==> src/rtl/verificador_tiro.sv <==
// Purpose : battleship shot resolver; walks one player's ship bitmaps and reports invalid/repeat/miss/hit/sunk/game-over.
// Latency : invalid/repeat ready 2 cycles after accept, hit on ship k 4+2k cycles, miss 2+2*NUM_NAVIOS cycles.
// Backpressure: requester holds enable until ready; results hold in FIM while enable stays high and until the next accepted request.
module verificador_tiro #(
  parameter int NUM_NAVIOS = 11,
  parameter int ADDR_W     = 5
) (
  input  logic              clk,
  input  logic              reset,
  input  logic              enable,
  input  logic              jogador,
  input  logic [3:0]        x,
  input  logic [3:0]        y,
  input  logic [63:0]       vetor_leitura,
  output logic [ADDR_W-1:0] addr,
  output logic              ready,
  output logic              acerto,
  output logic              afundou,
  output logic              repetido,
  output logic              invalido,
  output logic [3:0]        navio,
  output logic [2:0]        tipo_navio,
  output logic              fim_jogo
);

  // Ship count as a counter value and the address of the last stored ship.
  localparam logic [3:0]        LP_NUM  = 4'(NUM_NAVIOS);
  localparam logic [ADDR_W-1:0] LP_LAST = ADDR_W'(NUM_NAVIOS - 1);

  typedef enum logic [2:0] {
    ST_IDLE,
    ST_VERIFICA,
    ST_ESPERA,
    ST_AVALIA,
    ST_FIM
  } state_t;

  state_t              r_state;

  // Latched request.
  logic                r_jog;
  logic [3:0]          r_x;
  logic [3:0]          r_y;

  // Registered outputs.
  logic [ADDR_W-1:0]   r_addr;
  logic                r_ready;
  logic                r_acerto;
  logic                r_afundou;
  logic                r_repetido;
  logic                r_invalido;
  logic [3:0]          r_navio;
  logic [2:0]          r_tipo;
  logic                r_fim;

  // Per-board history: one bit per cell already shot, and ships sunk so far.
  logic [1:0][63:0]    r_mask;
  logic [1:0][3:0]     r_cnt;

  logic [5:0]          w_idx;
  logic [63:0]         w_onehot;
  logic [63:0]         w_mask_cur;
  logic [3:0]          w_cnt_cur;
  logic [3:0]          w_cnt_inc;
  logic                w_fora;
  logic                w_hit;
  logic                w_sunk;
  logic                w_last;

  // Ship type from its storage slot: slots are grouped by class.
  function automatic logic [2:0] f_tipo(input logic [ADDR_W-1:0] a);
    logic [2:0] t;
    if (a <= ADDR_W'(4))      t = 3'b000;
    else if (a <= ADDR_W'(6)) t = 3'b001;
    else if (a <= ADDR_W'(8)) t = 3'b010;
    else if (a == ADDR_W'(9)) t = 3'b011;
    else                      t = 3'b100;
    return t;
  endfunction

  // Cell index is y*8+x; only meaningful once the coordinate is known to be in range.
  assign w_idx      = {r_y[2:0], r_x[2:0]};
  assign w_onehot   = 64'd1 << w_idx;
  assign w_mask_cur = r_mask[r_jog];
  assign w_cnt_cur  = r_cnt[r_jog];
  assign w_cnt_inc  = (w_cnt_cur >= LP_NUM) ? LP_NUM : (w_cnt_cur + 4'd1);
  assign w_fora     = r_x[3] | r_y[3];
  assign w_hit      = vetor_leitura[w_idx];
  // The ship sinks when every one of its cells is either this shot or an earlier one.
  assign w_sunk     = ((vetor_leitura & ~(w_mask_cur | w_onehot)) == 64'd0);
  assign w_last     = (r_addr == LP_LAST);

  // Shot resolution FSM; all results are registered here.
  always_ff @(posedge clk) begin
    if (reset) begin
      r_state    <= ST_IDLE;
      r_jog      <= 1'b0;
      r_x        <= 4'd0;
      r_y        <= 4'd0;
      r_addr     <= '0;
      r_ready    <= 1'b0;
      r_acerto   <= 1'b0;
      r_afundou  <= 1'b0;
      r_repetido <= 1'b0;
      r_invalido <= 1'b0;
      r_navio    <= 4'd0;
      r_tipo     <= 3'd0;
      r_fim      <= 1'b0;
      r_mask     <= '0;
      r_cnt      <= '0;
    end else begin
      case (r_state)
        ST_IDLE: begin
          r_ready <= 1'b0;
          if (enable) begin
            r_jog      <= jogador;
            r_x        <= x;
            r_y        <= y;
            r_acerto   <= 1'b0;
            r_afundou  <= 1'b0;
            r_repetido <= 1'b0;
            r_invalido <= 1'b0;
            r_navio    <= 4'd0;
            r_tipo     <= 3'd0;
            r_fim      <= 1'b0;
            r_state    <= ST_VERIFICA;
          end
        end

        ST_VERIFICA: begin
          if (w_fora) begin
            r_invalido <= 1'b1;
            r_fim      <= (w_cnt_cur == LP_NUM);
            r_state    <= ST_FIM;
          end else if (w_mask_cur[w_idx]) begin
            r_repetido <= 1'b1;
            r_fim      <= (w_cnt_cur == LP_NUM);
            r_state    <= ST_FIM;
          end else begin
            r_addr  <= '0;
            r_state <= ST_ESPERA;
          end
        end

        // Memory returns the bitmap one cycle after the address changes.
        ST_ESPERA: begin
          r_state <= ST_AVALIA;
        end

        ST_AVALIA: begin
          if (w_hit) begin
            r_acerto             <= 1'b1;
            r_navio              <= 4'(r_addr);
            r_tipo               <= f_tipo(r_addr);
            r_mask[r_jog][w_idx] <= 1'b1;
            r_afundou            <= w_sunk;
            if (w_sunk) begin
              r_cnt[r_jog] <= w_cnt_inc;
              r_fim        <= (w_cnt_inc == LP_NUM);
            end else begin
              r_fim        <= (w_cnt_cur == LP_NUM);
            end
            r_state <= ST_FIM;
          end else if (w_last) begin
            // Misses are remembered so that a second identical shot reports repeat.
            r_mask[r_jog][w_idx] <= 1'b1;
            r_fim                <= (w_cnt_cur == LP_NUM);
            r_state              <= ST_FIM;
          end else begin
            r_addr  <= r_addr + ADDR_W'(1);
            r_state <= ST_ESPERA;
          end
        end

        ST_FIM: begin
          r_ready <= 1'b1;
          if (!enable) begin
            r_state <= ST_IDLE;
          end
        end

        default: begin
          r_state <= ST_IDLE;
        end
      endcase
    end
  end

  assign addr       = r_addr;
  assign ready      = r_ready;
  assign acerto     = r_acerto;
  assign afundou    = r_afundou;
  assign repetido   = r_repetido;
  assign invalido   = r_invalido;
  assign navio      = r_navio;
  assign tipo_navio = r_tipo;
  assign fim_jogo   = r_fim;

endmodule

==> config.mk <==
export PLATFORM = sky130hd
export DESIGN_NAME = verificador_tiro
export DESIGN_NICKNAME = d
export VERILOG_FILES = /design/src/rtl/verificador_tiro.sv
export SDC_FILE = /design/constraint.sdc
export NUM_CORES = 1
export LEC_CHECK = 0
export CORE_ASPECT_RATIO = 1.4
export CORE_MARGIN = 2
export CORE_UTILIZATION = 30
export DETAILED_ROUTE_END_ITERATION = 10
export GPL_TIMING_DRIVEN = 0
export PLACE_DENSITY_LB_ADDON = 0.15
export SYNTH_ARGS = -nofsm -noshare
export SYNTH_HDL_FRONTEND = slang
export SYNTH_SLANG_ARGS = --single-unit
==> constraint.sdc <==
create_clock -name clk -period 3.1 [get_ports clk]
set_input_delay 0.465 -clock clk [delete_from_list [all_inputs] [get_ports clk]]
set_output_delay 0.465 -clock clk [all_outputs]
set_load 0.005 [all_outputs]
==> impl_metrics.tcl, run 1 <==
set metrics [dict create \
    syn_area_um2 9290 \
    dr.pass1.iters 7 \
    synth_top_family_by_area "simple AND/OR/NAND/NOR gates" \
    crit_path_cell_trace "buf_12 -> or4b_4 -> o211ai_1 -> o2111ai_1 -> nor4_1 -> nand4_1 -> nor4_4 -> buf_6 -> nand3_4 -> mux2_1" \
    rsz0062_at_grt "true" \
    synthSimpleGateAreaFrac_pct 19.9 \
    fin_skew_ps 17.2 \
    drive_above_1_share_pct 19.2 \
    cap_violations 0 \
    grt_pass1_wl_um 67600 \
    drtIter0Drc 989 \
    die_width_um 153 \
    synthXorXnorAreaFrac_pct 0.0943 \
    dpl_cell_area_um2 10700 \
    wirelength_um 47500 \
    worstSkewPairLatency_ps 460 \
    grt_overflow_total 0 \
    cts.sinks 166 \
    dieArea_um2 32400 \
    setup_viol 8 \
    cts_max_level 4 \
    yosysSeqAreaShare_pct 35.8 \
    synth_fp_nets 1168 \
    r2r_cells 10 \
    gp_congestion 1.02 \
    ys_types 64 \
    violations "negative setup slack" \
    finalHoldViolCount 0 \
    io_buffers 93 \
    slew_headroom_pct 25.4 \
    path_class "reg2reg" \
    maxSlewViolCount 0 \
    timing.hold.ws_ps 462 \
    clockBufferDepth 2 \
    grt_max_degree 17 \
    cp_top_family "simple AND/OR/NAND/NOR gates" \
    power.density_nw_per_um2 448 \
    cp_num_buf_inv 2 \
    num_vias 9713 \
    ir_worst_vdd_uv 313 \
    cp_data_required_time_ps 3440 \
    multi_input_area_um2 5880 \
    nFillCells 3191 \
    fin_crit_sh_pct 103 \
    final_net_count 1311 \
    status "finished, violations left" \
    synthFlopType "dfxtp_1" \
    critPathLaunchType "register" \
    whs_path_depth 2 \
    hp-class "reg2reg" \
    cts_tree "done" \
    mostFrequentLayoutCell "nor2_1" \
    final_cell_mix "nor2_1, dfxtp_1, a21oi_1" \
    syn_to_final_growth_pct 31.9 \
    worstMarginPinSlew_ps 1110 \
    antennaDiodeCount 0 \
    ant_nets 0 \
    coreArea_um2 30600 \
    crit_path_max_incr_delay_ps 590 \
    start_util_pct 30.3 \
    hold_buffers 0 \
    yosysWarnings 0 \
    endpoint_kind "register" \
    die_h_um 212 \
    seqCellArea_um2 3330 \
    cp_max_fo 7 \
    rows 76 \
    finalWorstSetupSlack_ps -108 \
    ios 94 \
    max_freq_mhz 312 \
    grt_antenna_before_repair 0 \
    post_synth_mux_area_share_pct 19.6 \
    ys_async_sr_fraction_pct 0 \
    wire_per_inst_um 29.1 \
    synth_compound_area_share_pct 19.2 \
    syn_inst 1087 \
    setup_tns_ps -647 \
    cts_buffers 17 \
    grt_use_total_pct 28.9 \
    worst_path_max_delay_cell "or4b_4" \
    hpwl_um 35400 \
    avgSynthCellArea_um2 8.55 \
    clkTransAtPathRegs_ps 70 \
    cp_data_arrival_time_ps 3550 \
    drc_errors 0 \
    grt_pass1_vias 9778 \
    via_per_inst 5.95 \
    design_area_um2 12300 \
    synth_edf_count 0 \
    synth_fa_ha_area_share_pct 0.673 \
    final.min_clock_period_ps 3210 \
    leakagePower_uw 0.00417 \
    cts_root_buffer "clkbuf_16" \
    crit_cells 10 \
    yosys_register_bits 166 \
]
[cell type report]
| type | count | share of cell area [%] |
|---|---|---|
| Multi-Input combinational cell | 823 | 48.0 |
| Timing Repair Buffer | 132 | 10.5 |
| Clock buffer | 19 | 3.70 |
| Clock inverter | 13 | 1.01 |
| Tap cell | 390 | 3.98 |
| Inverter | 12 | 0.429 |
| Sequential cell | 166 | 27.2 |
| Buffer | 78 | 5.21 |
[flip-flops by register name (all words and copies together), names as in the netlist]
signal	count
r_state	3
fim_jogo	1
addr	5
invalido	1
navio	4
r_cnt	8
tipo_navio	3
r_x	4
acerto	1
repetido	1
r_y	4
r_mask	128
r_jog	1
afundou	1
ready	1
[cells by family after synthesis]
kind of cell / Yosys count
xor gates and xnor gates: 1
AOI/OAI and AO/OA: 285
buffers and inverters: 98
and+or+nand+nor: 392
adders and majority gates: 5
DFF: 166
muxes: 140
[synth_stat cells, types with 6 or more instances]
library cell / instances / area, µm²
and2_1: 15 / 93.8
nand3_1: 28 / 140
dfxtp_1: 166 / 3320
clkbuf_1: 48 / 180
inv_1: 11 / 41.3
o21ai_0: 8 / 40.0
a31oi_1: 20 / 125
nor3_1: 17 / 85.1
mux4_2: 27 / 608
nor2_1: 190 / 713
mux2i_1: 94 / 941
nor4_1: 7 / 43.8
mux2_2: 9 / 101
nand2b_1: 8 / 50.1
o2111ai_1: 9 / 78.8
nand2_1: 65 / 244
a22oi_1: 22 / 165
o211ai_1: 36 / 270
o22ai_1: 6 / 37.5
buf_2: 26 / 130
a21oi_1: 145 / 726
buf_4: 6 / 45.0
a211oi_1: 7 / 52.6
nand4_1: 7 / 43.8
mux2_1: 6 / 67.6
nor2b_1: 17 / 106
[layer usage]
layer	GRT usage (%)	wire length, µm	up-vias
met1	33.1	18300	4783
li1	-	-	4284
met5	0	0	-
met3	5.48	3100	147
met4	20.5	3330	0
met2	48.6	22700	499
[power by group]
group          leakage [µW]  internal, µW  switching (µW)
logic               0.00255           435             720
clock network      0.000276          1160            1020
registers           0.00134          2150            20.1
[stage by stage]
| step | cells | power, µW | setup slack, ps | utilization (%) |
|---|---|---|---|---|
| 2_1_floorplan | 1087 | 2700 | 300 | - |
| 3_3_place_gp | 1570 | 3160 | -1670 | 35.0 |
| 3_5_place_dp | 1570 | 3150 | -1590 | 35.0 |
| 4_1_cts | 1629 | 5420 | -42.6 | 39.2 |
| 5_1_grt | 1633 | 5610 | -130 | 40.0 |
| 6_report | 1633 | 5490 | -108 | 40.0 |
[worst register-to-register path, cell delays in order (launching register included)]
cell and delay (ps):
dfxtp_4 370, buf_12 150, or4b_4 590, o211ai_1 470
o2111ai_1 210, nor4_1 240, nand4_1 220, nor4_4 200
buf_6 190, nand3_4 130, mux2_1 330
[final timing paths]
check	slack, ps	startpoint	to
worst max-delay path	-110	r_x[0]	r_cnt[4]
worst min-delay path	460	r_x[3]	r_x[3]
worst max register to register	-110	r_x[0]	r_cnt[4]
worst min register to register	460	r_x[3]	r_x[3]
[timing repair]
item / CTS / global route
setup endpoints to repair: 154 / 126
buffers inserted: 31 / 8
resized for setup: 141 / 68
pin swaps: 22 / 24
No activity file was read; power rests on OpenSTA's default activity.
==> run 2, diff against run 1 <==
SETUP_SLACK_MARGIN = 0.3   (was not set)
==> run 2 against run 1 <==
  * The flow still finishes with violations (negative setup slack)
  * Largest power group unchanged
  * Final area increased by 0.58%
  * Hold slack is essentially flat
  * Register-to-register slack got worse by 50 ps
  * Wire length is 0.53% lower
  * Power shrank 0.70%
  * Global-route usage fell by 0.088 points
  * First-iteration DRC count down 18%
  * Via count shrank 0.23%
  * Clock skew about the same
==> impl_metrics.tcl, run 2 (synthesis results as in run 1) <==
set metrics [dict create \
    ios 94 \
    drtIter0Drc 810 \
    clkTransAtPathRegs_ps 70 \
    num_vias 9691 \
    power.density_nw_per_um2 443 \
    mostFrequentLayoutCell "nor2_1" \
    largest-register "r_mask" \
    crit_end "fim_jogo" \
    cap_violations 0 \
    maxSlewViolCount 0 \
    hold_buffers 0 \
    worstSkewPairLatency_ps 450 \
    antennaDiodeCount 0 \
    largest_reg_flops 128 \
    cts_max_level 4 \
    finalWorstSetupSlack_ps -155 \
    worstMarginPinSlew_ps 1150 \
    setup_tns_ps -3370 \
    drc_errors 0 \
    r2r-end "fim_jogo" \
    startpoint "r_jog" \
    crit_path_cell_trace "buf_4 -> buf_6 -> buf_6 -> mux2i_2 -> nand2_1 -> o2111ai_1 -> nor2_1 -> nand3_1 -> nor4_4 -> buf_6 -> buf_4 -> buf_6 -> a31o_2 -> mux2_2" \
    fin_skew_ps 17.1 \
    wire_per_inst_um 28.8 \
    max_freq_mhz 307 \
    grt_pass1_wl_um 67400 \
    io_buffers 93 \
    ant_nets 0 \
    fin_crit_sh_pct 105 \
    final.min_clock_period_ps 3260 \
    timing.hold.ws_ps 462 \
    slew_headroom_pct 23.0 \
    final_cell_mix "nor2_1, dfxtp_1, a21oi_1" \
    wirelength_um 47300 \
    cp_max_fo 10 \
    cts_buffers 17 \
    gp_congestion 1.02 \
    setup_viol 56 \
    dieArea_um2 32400 \
    grt_antenna_before_repair 0 \
    rrSetupSlack_ps -160 \
    status "finished, violations left" \
    r2r_cells 14 \
    finalHoldViolCount 0 \
    rows 76 \
    crit_path_max_incr_delay_ps 380 \
    via_per_inst 5.90 \
    hpwl_um 35400 \
    clockBufferDepth 2 \
    start_util_pct 30.3 \
    drive_above_1_share_pct 20.5 \
    cts.sinks 166 \
    critPathLaunchType "register" \
    cp_data_required_time_ps 3440 \
    cp_data_arrival_time_ps 3600 \
    grt_overflow_total 0 \
    coreArea_um2 30600 \
    rsz0062_at_grt "true" \
    cts_root_buffer "clkbuf_16" \
    grt_use_total_pct 28.8 \
    cts_tree "done" \
    die_width_um 153 \
    path_class "reg2reg" \
    leakagePower_uw 0.00423 \
    r2r_start "r_jog" \
    ir_worst_vdd_uv 311 \
    syn_to_final_growth_pct 32.7 \
    final_net_count 1321 \
    grt_pass1_vias 9751 \
    die_h_um 212 \
    hp-class "reg2reg" \
    worst_path_max_delay_cell "dfxtp_1" \
    violations "negative setup slack" \
    dr.pass1.iters 6 \
    worst_path_most_repeated_cell "buf_6" \
    endpoint_kind "register" \
    grt_max_degree 17 \
]
run 2: cell count changes in the layout (fill, tap and decap cells not counted), sizes merged:
cell and delta:
clkinvlp -1, buf +4, inv +1, clkbuf +6
run 2: worst min-delay path by stage:
| stage | from | to | cells after the start |
|---|---|---|---|
| 2_1_floorplan | r_cnt[6] | r_cnt[6] | 2 |
| 3_3_place_gp | r_cnt[2] | r_cnt[2] | 2 |
| 3_5_place_dp | r_x[3] | r_x[3] | 2 |
| 4_1_cts | r_x[3] | r_x[3] | 2 |
| 5_1_grt | r_x[3] | r_x[3] | 2 |
| 6_report | r_x[3] | r_x[3] | 2 |
run 2: final cells by class:
cell class / count / area, µm²
Multi-Input combinational cell: 823 / 5890
Inverter: 12 / 48.8
Fill cell: 3188 / 18300
Clock buffer: 19 / 453
Tap cell: 390 / 488
Sequential cell: 166 / 3330
Timing Repair Buffer: 134 / 1290
Clock inverter: 13 / 124
Buffer: 86 / 701
run 2: where the power goes:
part	leakage (µW)	internal (µW)	switching, µW	total, µW
clock	0.000276	1160	1000	2160
sequential	0.00134	2150	16.2	2160
combinational	0.00261	416	715	1130
run 2: routing by layer:
layer	GRT usage, %	part of all wire, %	vias up
li1	-	-	4290
met1	32.7	38	4655
met2	48.1	47	556
met3	5.75	7.3	190
met4	21.3	8.6	0
met5	0	0	-
run 2: critical path: cells and delay by family, from the launching register on:
family | cells | cell delay, ps
flip-flops | 1 | 380
AND/OR/NAND/NOR | 4 | 440
AO/OA/AOI/OAI | 2 | 550
multiplexers | 2 | 580
buffers and inverters | 6 | 1170
run 2: repair_timing:
action	in CTS	in global routing
gates cloned	0	1
buffers inserted	27	13
endpoints found under the setup margin	154	149
resized for setup	146	62
pin swaps	19	18
run 2: metrics by stage:
stage	instances	util, %	area [µm²]	setup WS, ps	total power, µW
floorplan	1087	-	9290	300	2700
global placement	1570	35.0	10700	-1670	3160
detailed placement	1570	35.0	10700	-1590	3150
CTS	1629	39.2	12000	-68.7	5410
global route	1643	40.3	12300	-199	5590
finish	1643	40.3	12300	-155	5460
